<file path="config.mk">
export PLATFORM = sky130hd
export DESIGN_NAME = nrzi_rx
export DESIGN_NICKNAME = d
export VERILOG_FILES = /design/src/rtl/nrzi_pkg.sv /design/src/rtl/nrzi_destuff.sv /design/src/rtl/nrzi_rx.sv
export SDC_FILE = /design/constraint.sdc
export NUM_CORES = 1
export LEC_CHECK = 0
export ABC_CLOCK_PERIOD_IN_PS = 3900
export BUFFER_PORTS_ARGS = -buffer_cell sky130_fd_sc_hd__clkbuf_2
export CAP_MARGIN = 20
export CORE_ASPECT_RATIO = 0.75
export CORE_MARGIN = 2
export CORE_UTILIZATION = 60
export CTS_CLUSTER_SIZE = 20
export DETAILED_ROUTE_END_ITERATION = 7
export GPL_TIMING_DRIVEN = 0
export PLACE_DENSITY_LB_ADDON = 0.2
export SYNTH_ARGS = -nofsm -noshare
export SYNTH_HDL_FRONTEND = slang
export SYNTH_SLANG_ARGS = --single-unit
</file>
<file path="constraint.sdc">
create_clock -name clk -period 3.9 [get_ports clk]
set_clock_uncertainty 0.15 [all_clocks]
set_input_delay 0.195 -clock clk [delete_from_list [all_inputs] [get_ports clk]]
set_output_delay 0.195 -clock clk [all_outputs]
set_load 0.01 [all_outputs]
</file>
<file path="src/rtl/nrzi_pkg.sv">
// Shared types and default parameters for the toggle-coded (NRZI) serial receiver.
// The state enum is also what a checker binds to when observing the receive FSM.
package nrzi_pkg;

    typedef enum logic {
        HUNT    = 1'b0,
        RECEIVE = 1'b1
    } nrzi_state_t;

    localparam int          DATA_W_DEF    = 8;
    localparam logic [7:0]  SYNC_DEF      = 8'hD5;
    localparam int          STUFF_LEN_DEF = 6;

endpackage : nrzi_pkg

</file>
<file path="src/rtl/nrzi_destuff.sv">
// Line decoder and bit destuffer: recovers bits as line ^ previous line and
// removes the forced '1' inserted after every STUFF_LEN consecutive zeros.
module nrzi_destuff
    import nrzi_pkg::*;
#(
    parameter int STUFF_LEN = STUFF_LEN_DEF
) (
    input  logic clk,
    input  logic rst_n,
    input  logic enable,
    input  logic line_in,
    output logic rx_bit,
    output logic bit_valid,
    output logic stuff_err
);

    localparam int ZW = $clog2(STUFF_LEN + 1);

    logic          line_prev;
    logic [ZW-1:0] zrun;
    logic [ZW-1:0] zrun_d;
    logic          stuff_slot;

    always_comb begin
        rx_bit     = line_in ^ line_prev;
        stuff_slot = (zrun == ZW'(STUFF_LEN));
        // A stuff slot is never delivered; a '0' there breaks the coding rule.
        bit_valid  = enable && !stuff_slot;
        stuff_err  = enable && stuff_slot && !rx_bit;
        zrun_d     = zrun;
        if (enable) begin
            if (stuff_slot || rx_bit) begin
                zrun_d = '0;
            end else begin
                zrun_d = zrun + 1'b1;
            end
        end
    end

    always_ff @(posedge clk or negedge rst_n) begin
        if (!rst_n) begin
            line_prev <= 1'b0;
            zrun      <= '0;
        end else begin
            if (enable) begin
                line_prev <= line_in;
            end
            zrun <= zrun_d;
        end
    end

endmodule : nrzi_destuff

</file>
<file path="src/rtl/nrzi_rx.sv">
// NRZI receiver top: hunts for the sync pattern in the destuffed bit stream,
// then assembles LSB-first bytes back-to-back until a stuffing violation.
module nrzi_rx
    import nrzi_pkg::*;
#(
    parameter int              DATA_W    = DATA_W_DEF,
    parameter logic [DATA_W-1:0] SYNC    = DATA_W'(SYNC_DEF),
    parameter int              STUFF_LEN = STUFF_LEN_DEF
) (
    input  logic              clk,
    input  logic              rst_n,
    input  logic              enable,
    input  logic              line_in,
    output logic [DATA_W-1:0] data_out,
    output logic              data_valid,
    output logic              sync_lock,
    output logic              error
);

    localparam int CNT_W = (DATA_W > 1) ? $clog2(DATA_W) : 1;
    localparam logic [CNT_W-1:0] LAST_BIT = CNT_W'(DATA_W - 1);

    logic rx_bit;
    logic bit_valid;
    logic stuff_err;

    nrzi_destuff #(
        .STUFF_LEN (STUFF_LEN)
    ) u_destuff (
        .clk       (clk),
        .rst_n     (rst_n),
        .enable    (enable),
        .line_in   (line_in),
        .rx_bit    (rx_bit),
        .bit_valid (bit_valid),
        .stuff_err (stuff_err)
    );

    nrzi_state_t       state_q, state_d;
    logic [DATA_W-1:0] hunt_sr, hunt_d;
    logic [DATA_W-1:0] rx_sr, rx_d;
    logic [CNT_W-1:0]  bitcnt, cnt_d;
    logic [DATA_W-1:0] data_d;
    logic              valid_d;
    logic              err_d;

    always_ff @(posedge clk or negedge rst_n) begin
        if (!rst_n) begin
            state_q    <= HUNT;
            hunt_sr    <= '0;
            rx_sr      <= '0;
            bitcnt     <= '0;
            data_out   <= '0;
            data_valid <= 1'b0;
            error      <= 1'b0;
        end else begin
            state_q    <= state_d;
            hunt_sr    <= hunt_d;
            rx_sr      <= rx_d;
            bitcnt     <= cnt_d;
            data_out   <= data_d;
            data_valid <= valid_d;
            error      <= err_d;
        end
    end

    // sync_lock is the registered state itself, so it needs no separate flop.
    assign sync_lock = (state_q == RECEIVE);

    always_comb begin
        state_d = state_q;
        hunt_d  = hunt_sr;
        rx_d    = rx_sr;
        cnt_d   = bitcnt;
        data_d  = data_out;
        valid_d = 1'b0;
        err_d   = 1'b0;

        if (stuff_err) begin
            // Violation drops any partial byte; only a locked receiver flags it.
            hunt_d = '0;
            if (state_q == RECEIVE) begin
                err_d   = 1'b1;
                state_d = HUNT;
                rx_d    = '0;
                cnt_d   = '0;
            end
        end else if (bit_valid) begin
            case (state_q)
                HUNT: begin
                    hunt_d = {rx_bit, hunt_sr[DATA_W-1:1]};
                    if (hunt_d == SYNC) begin
                        state_d = RECEIVE;
                        rx_d    = '0;
                        cnt_d   = '0;
                    end
                end
                RECEIVE: begin
                    rx_d = {rx_bit, rx_sr[DATA_W-1:1]};
                    if (bitcnt == LAST_BIT) begin
                        data_d  = rx_d;
                        valid_d = 1'b1;
                        cnt_d   = '0;
                    end else begin
                        cnt_d = bitcnt + 1'b1;
                    end
                end
                default: begin
                    state_d = HUNT;
                end
            endcase
        end
    end

endmodule : nrzi_rx

</file>
==> metrics.csv <==
metric,value,unit
diodes inserted,0,
fin cells,157,
Final Cycle Share,0.581,
HPWL Detailed,1780,um
cell family with most CP delay,simple AND/OR/NAND/NOR gates,
Die Ht,45.8,um
power density cells,665,nW/um^2
fillers,166,
final hold violation count,0,
worst hold path type,primary input to register,
area delta synth->final,14.1,%
crit path kind,register to register,
"count leader, synth",dfrtp_1,
post-synthesis mux area share,0.0725,
async set-reset flop share out of synthesis,1.00,
drt total wl,2560,um
"Reg clk slew, reported paths",90,ps
largest area contributor in the netlist,dfrtp_1,
antenna violations before repair,0,
Die ar.,2740,sq um
adder-cell share of the synthesized area,0.0358,
Seq cells post-synth,32,
status,"complete, no violations",
Num CTS Buffers,5,
endpoints failing setup,0,
Clock Tree Buf Depth,2,
initial DRC count,30,
# H-tree levels,2,
Bufs and invs on worst path,2,
Tightest Pin Transition,972,ps
Reg area,801,sq um
Cells after DPL,147,
Vias,1014,
worst relative slew slack,0.347,
Max Freq,441,MHz
Resized Gates After CTS,0,
Startpoint Class,register,
largest cells by area after synthesis,"dfrtp_1 57%, mux2_2 7.3%, a32o_1 6.4%",
largest family of logic cells by synthesized area,compound AO/OA/AOI/OAI gates,
final setup TNS,0,ps
critical-path cell list,"inv_1, ha_1, and2_1, clkbuf_1, nor3_1, a32o_1",
Crit. End Element,register,
CP arrival,2370,ps
Max-cap violations,0,
ys flop type,dfrtp_1,
I/O pin count,15,
Core Rows,15,
CP peak stage delay,790,ps
Multi-input gate area,563,sq um
Worst Path Max Fanout,9,
Initial DRT Pass Iterations,4,
Core Area,2250,sq um
Lkg Pwr,0.747,nW
post-DR vias/cell,6.46,
initial core utilization,0.621,
maximum VDD drop,0.322,mV
CTS tree,built,
synthesized-area fraction occupied by and/or/nand/nor cells,0.0734,
synthesized instance count,108,
Tot GR Track Use,0.216,
Post-synth EDFFs,0,
Netlist cell types,29,
CP Data Required Time,4000,ps
remaining antenna violation count,0,
clock latency on the worst-skew pair,320,ps
total gr overflow,0,
drt drc,0,
most frequent cells after synthesis,"32 x dfrtp_1, 9 x a32o_1, 9 x mux2_2, 8 x o2bb2ai_1, 6 x a22oi_1",
synthesized net count,116,
hold_ws,185,ps
XOR/XNOR Fraction of Synth Area,0.0125,
Worst path slowest cell,nor3_1,
Clock Root Buffer,clkbuf_4,
chip width,59.7,um
"Cell Area, Synth",1400,sq um
CTS sink cnt,32,
per-cell routed wire length,16.3,um
Final Slew Violations,0,
fin nets,139,
largest net degree at the start of global routing,33,
Synth top area share,0.573,
Tmin final,2270,ps
Post-Syn Area per Cell,12.9,sq um
global-route wire length before repair,4260,um
routability cong.,0.797,
sequential element share of the synthesized area,0.573,
Synth warnings,0,
IO buf count,14,
share of cells above drive strength 1,0.250,
Compound-Gate Fraction of Synth Area,0.209,
vias in the first global route,925,
RSZ-0062 raised after global routing,no,
## stage by stage
step	worst slack, ps	power, W	utilization	cell area (sq um)
after global routing	1420	0.00113	0.708	1600
after global placement	1730	0.000797	0.666	1500
after CTS	1660	0.00106	0.704	1590
after floorplan	1960	0.000724	-	1400
after detailed placement	1680	0.000820	0.666	1500
final	1630	0.00106	0.708	1600
## cells by family after synthesis
| group | Yosys count |
|---|---|
| AO/OA/AOI/OAI | 35 |
| flip-flops | 32 |
| AND/OR/NAND/NOR | 18 |
| multiplexers | 9 |
| buffers and inverters | 8 |
| adder cells (fa/ha/maj) | 4 |
| XOR/XNOR | 2 |
## cells in the final DEF, fill, tap and decap left out, types with 2 or more instances in the layout
master,count
dfrtp_1,32
o311ai_0,3
o31ai_1,2
ha_1,4
clkbuf_4,5
clkbuf_2,14
nand2_1,5
buf_2,3
mux2_2,9
or4_1,2
nand3_1,2
o21ai_0,2
dlygate4sd3_1,2
and2_1,2
o2bb2ai_1,8
a32o_1,9
a22oi_1,6
clkbuf_1,2
inv_1,4
o21ai_1,2
## worst reg2reg max path: cells and delay by family, from the launching register on
kind | cells | cell delay, ps
buf+inv | 2 | 270
fa+ha+maj | 1 | 250
flops | 1 | 360
compound gates | 1 | 250
simple gates | 2 | 940
## layer usage
metal | part of all wire | vias up | global-route usage
met5 | 0 | - | 0
met3 | 0.057 | 4 | 0.0653
met4 | 0.0098 | 0 | 0.0800
met2 | 0.44 | 31 | 0.315
li1 | - | 472 | -
met1 | 0.49 | 507 | 0.306
## power breakdown
part,internal [W],total [W],switching (W)
sequential,0.000444,0.000533,0.0000889
combinational,0.000145,0.000284,0.000138
clock,0.000134,0.000243,0.000109
## final timing paths
path / to / cells after the start / slack, ps / from
setup / recovery: rx_sr[5] / 6 / 1630 / u_destuff.zrun[0]
hold / removal: u_destuff.zrun[0] / 3 / 190 / enable
setup reg to reg: rx_sr[5] / 6 / 1630 / u_destuff.zrun[0]
hold reg to reg: data_out[2] / 1 / 360 / data_out[2]
max in group asynchronous: rx_sr[1] / 2 / 2800 / rst_n
min in group asynchronous: hunt_sr[3] / 2 / 320 / rst_n
## state kept, by name, summed over array words and instances (netlist names)
| name | cells |
|---|---|
| hunt_sr | 7 |
| data_out | 8 |
| u_destuff.zrun | 3 |
| rx_sr | 7 |
| u_destuff.line_prev | 1 |
| bitcnt | 3 |
| error | 1 |
| sync_lock | 1 |
| data_valid | 1 |
## cell type report
cell class                 instances  area share
buffer                             4      0.0118
clock buffer                       6      0.0259
clock inverter                     2      0.0220
inverter                           4     0.00941
multi-input combinational         68       0.353
sequential                        32       0.502
tap                               25      0.0196
timing repair buffer              16      0.0565
## what timing repair did
| item | 4_1_cts | 5_1_grt |
|---|---|---|
| hold buffers | 1 | 1 |
| setup buffers | 0 | 0 |
| hold endpoints to repair | 32 | 1 |
Power figures use the tool's default switching activity.
